**config.mk**
```make
export PLATFORM = sky130hd
export DESIGN_NAME = mtrx_stream_seq_flat
export DESIGN_NICKNAME = d
export VERILOG_FILES = /design/src/rtl/mtrx_seq_pkg.sv /design/src/rtl/mtrx_stream_seq_if.sv /design/src/rtl/mtrx_slot_mux.sv /design/src/rtl/mtrx_stream_seq.sv /design/src/flat_wrapper.sv
export SDC_FILE = /design/constraint.sdc
export NUM_CORES = 1
export LEC_CHECK = 0
export CAP_MARGIN = 20
export CORE_AREA = 2 2 719 721
export DETAILED_ROUTE_END_ITERATION = 6
export DIE_AREA = 0 0 721 723
export PLACE_DENSITY_LB_ADDON = 0.3
export SYNTH_ARGS = -nofsm -noshare
export SYNTH_HDL_FRONTEND = slang
export SYNTH_SLANG_ARGS = --single-unit
```
**constraint.sdc**
```tcl
create_clock -name CLK -period 3.1 [get_ports CLK]
set_input_delay 0.465 -clock CLK [delete_from_list [all_inputs] [get_ports CLK]]
set_output_delay 0.465 -clock CLK [all_outputs]
set_load 0.01 [all_outputs]
```
**src/rtl/mtrx_seq_pkg.sv**
```systemverilog
// Shared types, parameter defaults and slot-index helpers for the matrix stream sequencer.
package mtrx_seq_pkg;

  typedef enum logic [1:0] {
    StIdle = 2'd0,
    StSend = 2'd1,
    StDone = 2'd2
  } seq_state_e;

  localparam int unsigned MtxWDefault  = 256;
  localparam int unsigned NMtxDefault  = 6;
  localparam int unsigned DwellDefault = 7;
  localparam int unsigned FcntWDefault = 16;

  // matrixState is 4 bits wide: 0 idle, 1..14 slots, 15 done at the largest N_MTX.
  localparam int unsigned SlotW  = 4;
  localparam int unsigned DwellW = 8;

  typedef logic [SlotW-1:0]  slot_idx_t;
  typedef logic [DwellW-1:0] dwell_t;

  function automatic slot_idx_t idle_idx();
    return slot_idx_t'(0);
  endfunction

  function automatic slot_idx_t done_idx(input int unsigned n_mtx);
    return slot_idx_t'(n_mtx + 1);
  endfunction

endpackage

```
**src/rtl/mtrx_stream_seq_if.sv**
```systemverilog
// Control/data bundle between a frame source (master) and the sequencer (slave).
interface mtrx_stream_seq_if #(
  parameter int unsigned MTX_W  = mtrx_seq_pkg::MtxWDefault,
  parameter int unsigned N_MTX  = mtrx_seq_pkg::NMtxDefault,
  parameter int unsigned FCNT_W = mtrx_seq_pkg::FcntWDefault
);

  logic                   CPUvalid;
  logic                   mode;
  logic                   loop;
  logic [N_MTX*MTX_W-1:0] mtxIn;
  logic                   mtrxReady;
  logic [3:0]             matrixState;
  logic [MTX_W-1:0]       mtrxOut;
  logic                   mtrxValid;
  logic                   frameDone;
  logic [FCNT_W-1:0]      frameCnt;

  modport master (
    output CPUvalid, mode, loop, mtxIn, mtrxReady,
    input  matrixState, mtrxOut, mtrxValid, frameDone, frameCnt
  );

  modport slave (
    input  CPUvalid, mode, loop, mtxIn, mtrxReady,
    output matrixState, mtrxOut, mtrxValid, frameDone, frameCnt
  );

endinterface

```
**src/rtl/mtrx_slot_mux.sv**
```systemverilog
// N:1 select of one word from a flattened bus; slot indices are 1-based, output is 0 when disabled.
module mtrx_slot_mux #(
  parameter int unsigned Width    = 256,
  parameter int unsigned Count    = 6,
  parameter int unsigned SelWidth = 4
) (
  input  logic [Count*Width-1:0] slots,
  input  logic [SelWidth-1:0]    sel,
  input  logic                   en,
  output logic [Width-1:0]       word
);

  always_comb begin
    word = '0;
    for (int unsigned k = 1; k <= Count; k++) begin
      if (en && (sel == SelWidth'(k))) begin
        word = slots[k*Width-1 -: Width];
      end
    end
  end

endmodule

```
**src/rtl/mtrx_stream_seq.sv**
```systemverilog
// Frame sequencer: streams N_MTX matrix slots per frame, timed-dwell or valid/ready paced.
module mtrx_stream_seq
  import mtrx_seq_pkg::*;
#(
  parameter int unsigned MTX_W  = MtxWDefault,
  parameter int unsigned N_MTX  = NMtxDefault,
  parameter int unsigned DWELL  = DwellDefault,
  parameter int unsigned FCNT_W = FcntWDefault
) (
  input logic              CLK,
  input logic              rst,
  mtrx_stream_seq_if.slave bus
);

  localparam slot_idx_t FirstIdx  = slot_idx_t'(1);
  localparam slot_idx_t LastIdx   = slot_idx_t'(N_MTX);
  localparam slot_idx_t DoneIdx   = done_idx(N_MTX);
  localparam dwell_t    DwellLast = dwell_t'(DWELL - 1);

  seq_state_e        state_q;
  slot_idx_t         slot_q;
  dwell_t            dwell_q;
  logic              mode_q;
  logic              frame_done_q;
  logic [FCNT_W-1:0] frame_cnt_q;

  logic sending;
  logic advance;

  assign sending = (state_q == StSend);

  // Mode is the latched copy, so toggling the input mid-frame cannot change pacing.
  always_comb begin
    advance = 1'b0;
    if (sending) begin
      if (mode_q) begin
        advance = bus.mtrxReady;
      end else begin
        advance = (dwell_q == DwellLast);
      end
    end
  end

  always_ff @(posedge CLK or negedge rst) begin
    if (!rst) begin
      state_q      <= StIdle;
      slot_q       <= idle_idx();
      dwell_q      <= '0;
      mode_q       <= 1'b0;
      frame_done_q <= 1'b0;
      frame_cnt_q  <= '0;
    end else begin
      frame_done_q <= 1'b0;
      // Abort beats any advance on the same edge, so a frame lost here is never counted.
      if (!bus.CPUvalid) begin
        state_q <= StIdle;
        slot_q  <= idle_idx();
        dwell_q <= '0;
      end else begin
        unique case (state_q)
          StIdle: begin
            state_q <= StSend;
            slot_q  <= FirstIdx;
            dwell_q <= '0;
            mode_q  <= bus.mode;
          end
          StSend: begin
            if (advance) begin
              dwell_q <= '0;
              if (slot_q == LastIdx) begin
                state_q      <= StDone;
                slot_q       <= DoneIdx;
                frame_done_q <= 1'b1;
                frame_cnt_q  <= frame_cnt_q + FCNT_W'(1);
              end else begin
                slot_q <= slot_q + slot_idx_t'(1);
              end
            end else if (!mode_q) begin
              dwell_q <= dwell_q + dwell_t'(1);
            end
          end
          StDone: begin
            if (bus.loop) begin
              state_q <= StSend;
              slot_q  <= FirstIdx;
              dwell_q <= '0;
              mode_q  <= bus.mode;
            end
          end
          default: begin
            state_q <= StIdle;
            slot_q  <= idle_idx();
            dwell_q <= '0;
          end
        endcase
      end
    end
  end

  mtrx_slot_mux #(
    .Width    (MTX_W),
    .Count    (N_MTX),
    .SelWidth (SlotW)
  ) u_slot_mux (
    .slots (bus.mtxIn),
    .sel   (slot_q),
    .en    (sending),
    .word  (bus.mtrxOut)
  );

  assign bus.matrixState = slot_q;
  assign bus.mtrxValid   = sending;
  assign bus.frameDone   = frame_done_q;
  assign bus.frameCnt    = frame_cnt_q;

endmodule

```
**src/flat_wrapper.sv**
```systemverilog
// flat-port wrapper written by rule: the top's interface ports become plain ports
module mtrx_stream_seq_flat import mtrx_seq_pkg::*;
#(
  parameter int unsigned MTX_W  = MtxWDefault,
  parameter int unsigned N_MTX  = NMtxDefault,
  parameter int unsigned DWELL  = DwellDefault,
  parameter int unsigned FCNT_W = FcntWDefault
)
  (CLK, rst, bus_CPUvalid, bus_mode, bus_loop, bus_mtxIn, bus_mtrxReady, bus_matrixState, bus_mtrxOut, bus_mtrxValid, bus_frameDone, bus_frameCnt);
  mtrx_stream_seq_if #(.MTX_W(MTX_W), .N_MTX(N_MTX), .FCNT_W(FCNT_W)) bus_i ();
  input logic CLK;
  input logic rst;
  input wire logic [$bits(bus_i.CPUvalid)-1:0] bus_CPUvalid;
  input wire logic [$bits(bus_i.mode)-1:0] bus_mode;
  input wire logic [$bits(bus_i.loop)-1:0] bus_loop;
  input wire logic [$bits(bus_i.mtxIn)-1:0] bus_mtxIn;
  input wire logic [$bits(bus_i.mtrxReady)-1:0] bus_mtrxReady;
  output wire logic [$bits(bus_i.matrixState)-1:0] bus_matrixState;
  output wire logic [$bits(bus_i.mtrxOut)-1:0] bus_mtrxOut;
  output wire logic [$bits(bus_i.mtrxValid)-1:0] bus_mtrxValid;
  output wire logic [$bits(bus_i.frameDone)-1:0] bus_frameDone;
  output wire logic [$bits(bus_i.frameCnt)-1:0] bus_frameCnt;
  assign bus_i.CPUvalid = bus_CPUvalid;
  assign bus_i.mode = bus_mode;
  assign bus_i.loop = bus_loop;
  assign bus_i.mtxIn = bus_mtxIn;
  assign bus_i.mtrxReady = bus_mtrxReady;
  assign bus_matrixState = bus_i.matrixState;
  assign bus_mtrxOut = bus_i.mtrxOut;
  assign bus_mtrxValid = bus_i.mtrxValid;
  assign bus_frameDone = bus_i.frameDone;
  assign bus_frameCnt = bus_i.frameCnt;
  mtrx_stream_seq #(.MTX_W(MTX_W), .N_MTX(N_MTX), .DWELL(DWELL), .FCNT_W(FCNT_W)) u_core (.CLK(CLK), .rst(rst), .bus(bus_i));
endmodule
```
======== After elaboration in Yosys (flattened, before gate mapping) ========
Index checks and enable logic that the tools add are counted.
W data, S select, Z words.
word-level totals
  flip-flop bits (word level) ............. 32
  input bits .............................. 1542
  output and inout bits ................... 278
  logic and storage cells ................. 65
operators by class
  add/sub/neg operators ................... 3
  equality and inequality tests ........... 14
  mux-type cells .......................... 29
  reductions and logical operators ........ 13
operators by type and width
  kind                     count
  $mux W256                6
  $mux W8                  4
  $add A16 B1 Y16 const B  1
  $mux W4                  4
  $pmux W8 S2              1
  $eq A4 B3 Y1 const B     3
  $pmux W4 S3              1
  $add A8 B1 Y8 const B    1
  $eq A4 B2 Y1 const B     2
  $eq A8 B3 Y1 const B     1
  $mux W2                  4
  $mux W1                  7
  $logic_and A1 B1 Y1      6
  $ne A3 B2 Y1 const B     2
  $pmux W2 S3              1
  $reduce_and A3 Y1        2
  $add A4 B1 Y4 const B    1
  $eq A4 B1 Y1 const B     1
  $ne A4 B4 Y1 const B     1
  $reduce_and A2 Y1        2
  $reduce_and A4 Y1        1
  $ne A3 B3 Y1 const B     1
  $eq A2 B1 Y1 const B     1
  $eq A2 B2 Y1 const B     1
  other kinds (4)          4

======== Depth between registers and ports, before layout ========
Gate-level depths: netlist (run 1).
  depth after elaboration ................. 8
  gate-level depth with buffers ........... 11
  gate-level depth less buffers ........... 7

======== Modules after synthesis ========
From an unflattened synthesis (run 1), not the netlist that was laid out.
second synthesis, totals
  cells, all modules ...................... 2593
  area total of the unflattened synthesis .. 16319.4 sq um
modules (own cells, without submodules)
  module           instances  cells an instance  area each (sq um)  sequential area each (sq um)
  mtrx_slot_mux    1          2433               14599.0            0.0
  mtrx_stream_seq  1          160                1720.4             800.8

======== Worst setup path after synthesis (run 1) ========
OpenSTA, ideal clock, no wires.
  path type ............................... flip-flop to output port
  start point ............................. register u_core.slot_q[0], in the netlist u_core.bus.matrixState[0]
  end point ............................... output bus_mtrxOut[188]
  arrival time ............................ 2.132 ns
  required time ........................... 2.635 ns
  slack ................................... 0.503 ns
  cell stages (with the launch flop) ...... 10
  path buffers ............................ 3
  cell sequence ........................... dfrtp_1 > inv_1 > ha_1 > buf_2 > and3b_1 > nand2_1 > clkbuf_1 > clkbuf_1 > nor2_1 > a21oi_1
between the ends
  word-level cells in the longest chain between the ends .. 8
  elaborated cells between the ends (all ways) .. 18
  classes of those cells .................. 6 x eq/ne; 6 x mux; 6 x reduce/logical
RTL lines
  element                   line                   RTL
  start: declaration        mtrx_stream_seq.sv:21  slot_idx_t slot_q;
  start signal: assignment  mtrx_stream_seq.sv:47  slot_q <= idle_idx();
  start signal: assignment  mtrx_stream_seq.sv:57  slot_q <= idle_idx();
  start signal: assignment  mtrx_stream_seq.sv:63  slot_q <= FirstIdx;
  $eq A4 B1 Y1              mtrx_slot_mux.sv:16    if (en && (sel == SelWidth'(k))) begin
  $logic_and A1 B1 Y1       mtrx_slot_mux.sv:16
  $mux W256 (5 in series)   mtrx_slot_mux.sv:16
  $mux W256 *               mtrx_slot_mux.sv:16
  end: declaration          flat_wrapper.sv:19     output wire logic [$bits(bus_i.mtrxOut)-1:0] bus_mtrxOut;
Mark *: on every way between the ends. The rest lies on a longest branch, timed or not.

======== Final worst setup path (run 1) ========
  start point ............................. register u_core.slot_q[0], in the netlist u_core.bus.matrixState[0]
  end point ............................... output bus_mtrxOut[39]
The elaborated chain is that of the path after synthesis.

==> results of run 1 <==
-- sequential cells by signal, summed over array words and instances (netlist names) --
name / flops
u_core.bus.frameCnt: 16
u_core.bus.matrixState: 4
u_core.bus.frameDone: 1
u_core.mode_q: 1
u_core.dwell_q: 8
u_core.state_q: 2
-- power by group --
group	internal (W)	total (W)	switching, W
Combinational	0.00674	0.0140	0.00727
Sequential	0.000431	0.000448	0.0000179
Clock	0.000337	0.000520	0.000183
Total	0.00751	0.0150	0.00747
-- layer usage --
layer | global-route usage | vias up
met5 | 0 | -
met2 | 0.2587 | 2404
met3 | 0.07687 | 1068
met4 | 0.03006 | 354
li1 | - | 12530
met1 | 0.1848 | 14490
-- logic make-up (layout without fill, tap and decap cells) --
kind of cell	Yosys count	in the layout	synth area share
AOI/OAI and AO/OA	1046	1046	0.6078
xor gates and xnor gates	18	18	0.01287
adders and majority gates	7	7	0.007148
buffers and inverters	271	2450	0.09343
DFF	32	32	0.06535
muxes	3	3	0.002655
other	0	183	0
and+or+nand+nor	593	593	0.2108
-- layout make-up --
type / instances / area (sq um) / share of cell area
repair buffers: 2435 / 25370 / 0.5149
multi-input cells: 1667 / 13980 / 0.2837
well taps: 6783 / 8487 / 0.1722
flip-flops and latches: 32 / 800.8 / 0.01625
diodes: 183 / 457.9 / 0.009292
clock buffers: 7 / 152.6 / 0.003097
inverters: 8 / 30.03 / 0.0006093
-- critical path: cells and delay by family (launching register included) --
kind,cells,cell delay (ps)
simple gates,2,190
flops,1,400
buf+inv,7,1140
fa+ha+maj,1,150
compound gates,3,680
-- cell usage in the layout, fill, tap and decap left out, types with 23 or more instances in the layout --
cell type	instances
nor2_1	217
o21ai_1	68
nor2_2	32
o21ai_0	25
nand2_1	197
a221oi_1	87
a21oi_1	56
a221oi_2	116
a221oi_4	54
buf_12	122
nor2_4	23
buf_2	43
o32a_1	63
diode_2	183
clkbuf_16	32
buf_6	123
a22oi_2	157
dfrtp_1	32
buf_4	398
o22ai_1	158
dlymetal6s2s_1	52
o22ai_2	29
clkdlybuf4s50_1	1563
clkbuf_2	51
nor2b_1	66
a22oi_1	100
o21ai_2	87
-- metrics by stage --
step | TNS (ps) | area (sq um) | cells | setup slack (ps)
2_1_floorplan | 0 | 12250 | 1970 | 502.7
3_3_place_gp | -87380 | 43060 | 10820 | -1550
3_5_place_dp | -76200 | 43080 | 10830 | -909.0
4_1_cts | -85700 | 45250 | 10860 | -538.5
5_1_grt | -44420 | 49130 | 11050 | -398.6
6_report | -23730 | 49280 | 11120 | -379.3
-- path summary, 6_finish.rpt --
check,cells after the start,to,startpoint
worst max register to register,11,u_core.bus.frameCnt[1],u_core.bus.matrixState[0]
worst min register to register,1,u_core.bus.frameCnt[15],u_core.bus.frameCnt[15]
worst min-delay path,1,u_core.bus.frameCnt[15],u_core.bus.frameCnt[15]
min in group asynchronous,2,u_core.bus.frameCnt[5],rst
worst max-delay path,13,bus_mtrxOut[39],u_core.bus.matrixState[0]
max in group asynchronous,2,u_core.bus.frameCnt[12],rst
-- repair_timing --
item	4_1_cts	5_1_grt
resized for setup	530	912
cloned	10	17
buffers inserted	24	73
setup endpoints to repair	256	255
pin swaps	120	278
==> metrics.md, run 1 <==
| Metric | Value |
|---|---|
| Post-synthesis cell area | approximately 12000 sq um |
| CP startpoint kind | flip-flop |
| Die H | 723 microns |
| Core area | 514600 sq um |
| Largest net degree at the start of global routing | 67 |
| Via/cell ratio | 2.774 |
| Number of vias in the routed layout | 30840 |
| #FFs+latches synth | 32 |
| Slew @ Worst Pin | roughly 760 ps |
| Setup ws final | -379.3 ps |
| R2r setup slk | 570 ps |
| Row count | 264 |
| Largest cells by area after synthesis | a221oi_1 18%, a22oi_1 16%, o22ai_1 9.7% |
| DRT antenna net count | 0 |
| Vias in the first global route | approximately 28000 |
| Unrepaired setup endpoints after global routing | true |
| Post-layout util | 0.09576 |
| Nets | 5698 |
| Clock sinks | 32 |
| Die area | about 520000 sq um |
| Most numerous cell in the Yosys netlist | nor2_1 |
| Grt ovf | 0 |
| IO Pins | 1820 |
| VDD IR-drop max | 0.1936 mV |
| Number of enable flip-flop cells after synthesis | 0 |
| First-pass GRT wire length | 491900 microns |
| Post-synthesis sequential area ratio | 0.06535 |
| Wire length on met2 | 193700 microns |
| Critical Path RT | 2630 ps |
| Max cap viols | 0 |
| Top cell type's share of synthesized area | 0.1837 |
| Fin Hold WS | approximately 480 ps |
| Port Buffers | roughly 1800 |
| Top_reg_cell synth | dfrtp_1 |
| RePlAce Congestion | 0.8939 |
| CTS tree | built |
| H-tree levels | 2 |
| WL/cell | slightly below 40 microns |
| PwrDens | 303.9 nW/um^2 |
| Max Fanout on Critical Path | 7 |
| Number of distinct library cells after synthesis | 53 |
| Initial Util | 0.02381 |
| Final period util | 1.122 |
| CTS max path bufs | 2 |
| DRT Pass-1 Iters | 5 |
| Leak | 16.54 nW |
| Overall routed net length | 436200 microns |
| Max_slew headroom | 0.4857 |
| Area Overhead vs Synth | 302.2% |
| Final Max Slew Viols | 0 |
| Final setup skew | 4.661 ps |
| Top cells by count, synth | 270 x nor2_1, 257 x a221oi_1, 257 x a22oi_1 |
| Crit path capture type | output port |
| Setup-failing EPs final | 215 |
| Min-Delay Path Class | flip-flop to flip-flop |
| Critical Path Max Stage Delay | about 420 ps |
| Power, Total | 0.01498 W |
| Cells along the critical path | buf_6, ha_4, nor2b_4, buf_12, buf_12, buf_12, a22oi_2, buf_6, o21ai_4, a221oi_4, buf_12, nor2_4, buf_6 |
| Top Metal Used | met5 |
| Fmax | 0.2874 GHz |
| Routed met3 length | about 52000 microns |
| Ys async rst share | 1.000 |
| Initial antenna violation count | 615 |
| Dominant cell type by area after synthesis | a221oi_1 |
| Tmin final | 3479 ps |
| Post-synth net total | 3519 |
| Die width | 721 microns |
| 1st-iter DRT viols | 2320 |
| Yosys warnings | 0 |
| CP max-delay cell | a221oi_4 |
| Hold Fails Final Rpt | 0 |
| M1 wire length | about 170000 microns |
| Drt drc | 0 |
| Critical path class | flip-flop to output port |
| Top cell by count, worst path | buf_12 |
| Fraction of layout cells with a size suffix above 1 | 0.3345 |
| Fill count | 59870 |
| Mean Syn Cell Area | 6.220 sq um |
| Clk_lat worst skew | 280 ps |
| GR Util All Layers | 0.1573 |
| Outcome | complete, but fails checks |
| Clock-pin slew on the worst setup and hold paths | 50 ps |
| CTS buffer count | 5 |
| Arr. time, crit path | 3010 ps |
| Final HPWL DP | roughly 400000 microns |
| Cts hold-fix bufs | 0 |
| CTS Root Cell | clkbuf_16 |
| Syn Inst Count | 1970 |
| Failing checks | setup timing |
(Power assumes the default switching activity.)
==> inputs of run 2 (changes only) <==
Settings changed: CORE_AREA 2 2 719 721 to 4 4 700 702, DIE_AREA 0 0 721 723 to 0 0 704 706.
==> run 2 against run 1 <==
The run ends with DRC, setup timing left. Via count up 1.9%. Sequential power about the same. Sequential share of layout area down 0.13 points. Die area down 4.7%. Combinational power up 11%. Clock-buffer cell count down 1. Utilization up 1.5 points. First-iteration DRC count down 3.6%. Register-to-register slack worse by 210 ps.
==> metrics.md, run 2 (synthesis results as in run 1) <==
| Metric | Value |
|---|---|
| Outcome | complete, but fails checks |
| Failing checks | DRC, setup timing |
| Tmin final | 3504 ps (+24.83 ps) |
| H-tree levels | 2 (unchanged) |
| Sequential group share of total power | 0.027 (-0.003) |
| Setup TNS | -48170 ps (-24440 ps) |
| Setup-failing EPs final | 244 (+13%) |
| Worst r2r src | u_core.bus.matrixState[0] |
| Row count | 256 (-3.0%) |
| Die H | 706 microns (-2.4%) |
| Crit path capture type | output port |
| Unrepaired setup endpoints after global routing | true |
| Finished Layout Cells | 10920 (-1.8%) |
| Die area | 497000 sq um (-4.7%) |
| Min-delay src | u_core.bus.frameCnt[15] |
| FF-to-FF path depth | 13 (+2) |
| Hold depth | 1 (unchanged) |
| First-pass GRT wire length | 505400 microns (+2.7%) |
| CTS Root Cell | clkbuf_16 |
| Initial Util | 0.02530 (+0.001491) |
| Core area | 484300 sq um (-5.9%) |
| Port Buffers | 1819 (unchanged) |
| CP startpoint kind | flip-flop |
| Hold Fails Final Rpt | 0 (unchanged) |
| Comb power frac | 0.941 (+0.006) |
| Clk_lat worst skew | 280 ps (about the same) |
| WL/cell | 40.20 microns (+2.4%) |
| Largest net degree at the start of global routing | 48 (-28%) |
| Grt ovf | 0 (unchanged) |
| Final Max Slew Viols | 0 (unchanged) |
| Initial antenna violation count | 543 (-12%) |
| R2r setup slk | 360 ps (-210 ps) |
| DRT antenna net count | 0 (unchanged) |
| DRT Pass-1 Iters | 7 (+2) |
| Slew @ Worst Pin | 715.2 ps (-45.85 ps) |
| RePlAce Congestion | 0.9076 (+1.5%) |
| Vias in the first global route | 30150 (+7.7%) |
| Min-Delay Path Class | flip-flop to flip-flop |
| Switching pwr | 0.008071 W (+8.1%) |
| CTS max path bufs | 2 (unchanged) |
| Placed Cells | 10500 (-3.0%) |
| Clock-pin slew on the worst setup and hold paths | 60 ps (about the same) |
| Most common cell after layout, fill and taps aside | clkdlybuf4s50_1 |
| 1st-iter DRT viols | 2236 (-3.6%) |
| Final HPWL DP | 388600 microns (-3.3%) |
| Setup ws final | -404.1 ps (-24.83 ps) |
| GR Util All Layers | 0.1676 (+0.01035) |
| Final period util | 1.130 (+0.008009) |
| Fin Hold WS | 468.1 ps (-13.49 ps) |
| Power, Total | 0.01649 W (+10%) |
| Leak | 17.94 nW (+8.4%) |
| Nets | 5917 (+3.8%) |
| Fmax | 0.2854 GHz (-0.71%) |
| RR Endpoint | u_core.bus.frameCnt[5] |
| Max Fanout on Critical Path | 6 (-1) |
| VDD IR-drop max | 0.2042 mV (+5.5%) |
| Clock sinks | 32 (unchanged) |
| Via/cell ratio | 2.877 (+3.7%) |
| Die width | 704 microns (-2.4%) |
| Max_slew headroom | 0.5232 (+0.03748) |
| Max cap viols | 0 (unchanged) |
| Fill count | 56000 (-6.5%) |
| Largest register FFs | 16 (unchanged) |
| Sw Share | 0.4893 (-0.009105) |
| Number of vias in the routed layout | 31410 (+1.9%) |
| Overall routed net length | 439000 microns (+0.64%) |
| PwrDens | 306.9 nW/um^2 (+0.98%) |
| IO Pins | 1820 (unchanged) |
| P_int | 0.008423 W (+12%) |
| Clock power frac | 0.031 (-0.004) |
| Area of the multi-input gates | 15700 sq um (+12%) |
| Critical path class | flip-flop to output port |
| Area Overhead vs Synth | 338.6% |
| CTS buffer count | 5 (unchanged) |
| Most frequent cells in the layout | 1562 x clkdlybuf4s50_1, 451 x buf_4, 193 x buf_12 |
| Critical Path RT | 2630 ps (about the same) |
| Final setup skew | 3.012 ps (-1.649 ps) |
| Drt drc | 1 (+1) |
| End of the worst hold path | u_core.bus.frameCnt[15] |
| CTS tree | built |
| Arr. time, crit path | 3040 ps (+30 ps) |
| Sequential cell area | 802.0 sq um (+0.16%) |
| Fraction of layout cells with a size suffix above 1 | 0.4193 (+0.08478) |
## run 2: final cells by class
class / instances / area share
Clock inverter: 2 / 0.0001863
Tap cell: 6450 / 0.1502
Antenna cell: 100 / 0.004656
Inverter: 8 / 0.0006519
Multi-Input combinational cell: 1667 / 0.2922
Timing Repair Buffer: 2654 / 0.5346
Clock buffer: 6 / 0.002584
Sequential cell: 32 / 0.01492
## run 2: critical path, cell delays in order (launching register included)
cell and delay, ps:
dfrtp_1 410, buf_6 130, ha_4 170, buf_12 150
buf_12 150, buf_16 150, buf_6 140, buf_6 120
a22oi_2 270, buf_6 220, o21ai_2 70, a221oi_2 320
buf_4 230, nor2_4 50, buf_6 120
## run 2: metrics by stage
step                cell area [sq um]  utilization  worst slack, ps
CTS                             51670       0.1067           -588.1
global route                    53560       0.1106           -527.4
finish                          53740       0.1110           -404.1
detailed placement              42920      0.08863            -1195
global placement                42910      0.08859            -1536
floorplan                       12250            -            502.7
## run 2: repair_timing
| action | CTS | global route |
|---|---|---|
| cloned | 54 | 6 |
| setup endpoints to repair | 256 | 252 |
| gates resized for setup | 1856 | 395 |
| hold buffers | 0 | 0 |
| pin swaps | 392 | 222 |
| buffers inserted | 216 | 112 |
## run 2: power groups by stage
stage	logic, W	clock network (W)	registers [W]
after detailed placement	0.0124	0	0.000458
after global placement	0.0125	0	0.000458
final	0.0155	0.000519	0.000451
after global routing	0.0162	0.000543	0.000454
after CTS	0.0153	0.000523	0.000451
after floorplan	0.00299	0	0.000453
## run 2: worst max path at each step
stage | cells after the start | endpoint | start | slack (ps)
floorplan | 9 | bus_mtrxOut[188] | u_core.bus.matrixState[0] | 500
global placement | 12 | bus_mtrxOut[67] | u_core.bus.matrixState[0] | -1540
detailed placement | 13 | bus_mtrxOut[34] | u_core.bus.matrixState[0] | -1190
CTS | 14 | bus_mtrxOut[34] | u_core.bus.matrixState[0] | -590
global route | 14 | bus_mtrxOut[34] | u_core.bus.matrixState[0] | -530
finish | 14 | bus_mtrxOut[41] | u_core.bus.matrixState[1] | -400
## run 2: per-layer routing
metal / wire length [microns] / track usage / vias to the layer above
met5: 1842 / 0 / -
li1: - / - / 12910
met1: 170700 / 0.1934 / 15100
met3: 49920 / 0.08121 / 888
met2: 205800 / 0.2869 / 2237
met4: 10720 / 0.01862 / 284
==> inputs of run 3 (changes only) <==
Settings changed: CORE_AREA 4 4 700 702 to 4 4 714 716, DIE_AREA 0 0 704 706 to 0 0 718 720.
Clock period 3.1 ns to 4.4 ns, I/O delays scaled along.
==> run 3 against run 2 <==
The run ends with setup timing left. Routed wire length decreased by 4.3%. Clock power down 21%. Global-route usage is 1.3 points lower. Die area is 4.0% higher. Setup slack improved by 320 ps. Clock-buffer cell count is the same. Hold slack better by 5.4 ps.
==> metrics.md, run 3 (synthesis results as in run 1) <==
| Metric | Value |
|---|---|
| Critical path startpoint | u_core.bus.matrixState[0] |
| DRT antenna net count | 0 (unchanged) |
| Final period util | 1.019 |
| Number of vias in the routed layout | 28950 (-7.8%) |
| Drt drc | 0 (-1) |
| Setup TNS | -83.11 ps (+48090 ps) |
| Fmax | ~0.22 GHz |
| Hold Fails Final Rpt | 0 (unchanged) |
| RePlAce Congestion | 0.9309 (+2.6%) |
| Clk_lat worst skew | 280 ps (about the same) |
| Die H | 720 microns (+2.0%) |
| Setup-failing EPs final | 1 (-99.6%) |
| Switching pwr | 0.004447 W (-45%) |
| Area Overhead vs Synth | 236.3% |
| Finished Cell Area | 41210 sq um (-23%) |
| CTS tree | built |
| WL/cell | 39.57 microns (-1.6%) |
| Max Fanout on Critical Path | 20 (+14) |
| Clock-pin slew on the worst setup and hold paths | 60 ps (about the same) |
| Busiest layer in global routing | met2 |
| Largest net degree at the start of global routing | 100 (+110%) |
| Port Buffers | 1819 (unchanged) |
| Comb power frac | 0.915 (-0.026) |
| Arr. time, crit path | 3820 ps (+780 ps) |
| Vias in the first global route | 27320 (-9.4%) |
| Die width | 718 microns (+2.0%) |
| Tmin final | between 4000 and 5000 ps |
| 1st-iter DRT viols | 2624 (+17%) |
| Placed Cells | 10500 (+0.019%) |
| Outcome | complete, but fails checks |
| Die area | 517000 sq um (+4.0%) |
| Clock sinks | 32 (unchanged) |
| Max_slew headroom | 0.09911 (-0.4241) |
| Fraction of layout cells with a size suffix above 1 | 0.1097 (-0.3096) |
| CP startpoint kind | flip-flop |
| Most frequent cells in the layout | 1741 x clkdlybuf4s50_1, 280 x buf_4, 269 x nor2_1 |
| Final HPWL DP | 389600 microns (+0.25%) |
| Fill count | 59100 (+5.5%) |
| Failing checks | setup timing |
| Leak | 12.17 nW (-32%) |
| Setup ws final | -83.11 ps (+321.0 ps) |
| Initial Util | 0.02432 (-0.0009832) |
| Critical Path Max Stage Delay | 1060 ps (+650 ps) |
| DP Worst Slack | -325.5 ps (+869.3 ps) |
| PwrDens | 206.5 nW/um^2 (-33%) |
| Critical Path RT | 3740 ps (+1110 ps) |
| Max cap viols | 0 (unchanged) |
| Final setup skew | 3.458 ps (+0.4465 ps) |
| CTS Root Cell | clkbuf_16 |
| Fin Hold WS | 473.5 ps (+5.428 ps) |
| First-pass GRT wire length | 482600 microns (-4.5%) |
| Min-Delay Path Class | flip-flop to flip-flop |
| Cells along the critical path | inv_2, ha_4, buf_6, buf_12, nor2_1, nor2_4, buf_12, clkbuf_16, a221oi_1, nor2_1, clkdlybuf4s50_1 |
| Crit path capture type | output port |
| Met1 usage | 0.1738 (-0.01963) |
| GRT met2 Usage | 0.2662 (-0.02075) |
| Min-delay src | u_core.bus.frameCnt[15] |
| DRT Pass-1 Iters | 6 (-1) |
| Clock power frac | 0.048 (+0.017) |
| Most common cell after layout, fill and taps aside | clkdlybuf4s50_1 |
| VDD IR-drop max | 0.1392 mV (-32%) |
| DP Area | 40440 sq um (-5.8%) |
| P_int | 0.004062 W (-52%) |
| Nets | 5357 (-9.5%) |
| Row count | 261 (+2.0%) |
| Worst r2r src | u_core.bus.matrixState[0] |
| Final Max Slew Viols | 0 (unchanged) |
| Slew @ Worst Pin | 1351 ps (+636.2 ps) |
| Core area | 503900 sq um (+4.0%) |
| Via/cell ratio | 2.725 (-5.3%) |
| CP max-delay cell | a221oi_1 |
| Largest register FFs | 16 (unchanged) |
| Critical path class | flip-flop to output port |
| CTS buffer count | 5 (unchanged) |
| GR Util All Layers | 0.1544 (-0.01318) |
| CTS max path bufs | 2 (unchanged) |
| Sequential group share of total power | 0.037 (+0.010) |
| Finished Layout Cells | 10620 (-2.7%) |
| CP Buf/Inv Count | 6 (-3) |
| CP delay by family, top | buffers and inverters |
| Sw Share | 0.5226 (+0.03326) |
| H-tree levels | 2 (unchanged) |
| Unrepaired setup endpoints after global routing | false |
| IO Pins | 1820 (unchanged) |
| Initial antenna violation count | 578 (+6.4%) |
| Grt met3 use | 0.07517 (-0.006039) |
| Grt ovf | 0 (unchanged) |
| Overall routed net length | 420300 microns (-4.3%) |
## run 3: path summary, 6_finish.rpt
check                      slack (ps)                   endpoint  cells past startpoint
setup / recovery                  -80           bus_mtrxOut[141]                     11
hold / removal                    470    u_core.bus.frameCnt[15]                      1
setup reg to reg                 1530     u_core.bus.frameCnt[1]                      9
hold reg to reg                   470    u_core.bus.frameCnt[15]                      1
max in group asynchronous        3210  u_core.bus.matrixState[0]                      2
min in group asynchronous         860     u_core.bus.frameCnt[4]                      2
## run 3: power by group through the flow
stage | Combinational, W | Sequential [W] | Clock [W]
2_1_floorplan | 0.00211 | 0.000319 | 0
3_3_place_gp | 0.00798 | 0.000324 | 0
6_report | 0.00778 | 0.000319 | 0.000408
4_1_cts | 0.00802 | 0.000318 | 0.000413
5_1_grt | 0.00824 | 0.000320 | 0.000424
3_5_place_dp | 0.00795 | 0.000324 | 0
## run 3: cell type report
type / instances / area (sq um) / share of cell area
diodes: 106 / 265.3 / 0.006436
clock buffers: 6 / 128.9 / 0.003127
clock inverters: 2 / 35.03 / 0.0008501
inverters: 8 / 30.03 / 0.0007286
multi-input cells: 1667 / 10610 / 0.2574
flip-flops and latches: 32 / 800.8 / 0.01943
well taps: 6706 / 8391 / 0.2036
repair buffers: 2094 / 20960 / 0.5085
## run 3: stage by stage
| step | util | total power (W) |
|---|---|---|
| after detailed placement | 0.08025 | 0.008271 |
| after global placement | 0.08014 | 0.008302 |
| after CTS | 0.08096 | 0.008756 |
| after floorplan | - | 0.002427 |
| after global routing | 0.08144 | 0.008980 |
| final | 0.08179 | 0.008510 |
## run 3: what timing repair did
item                                   in CTS  in global routing
pin swaps                                   1                  3
cloned                                      1                  1
setup endpoints to repair                  26                 24
hold buffers                                0                  0
setup buffers                               3                  4
gates resized for setup                    23                 14
endpoints found under the hold margin       0                  0
## run 3: layer usage
| layer | share of wire | wire length, microns |
|---|---|---|
| met5 | 0.0048 | 2033 |
| met4 | 0.027 | 11270 |
| met3 | 0.11 | 47880 |
| met2 | 0.47 | 198700 |
| met1 | 0.38 | 160400 |
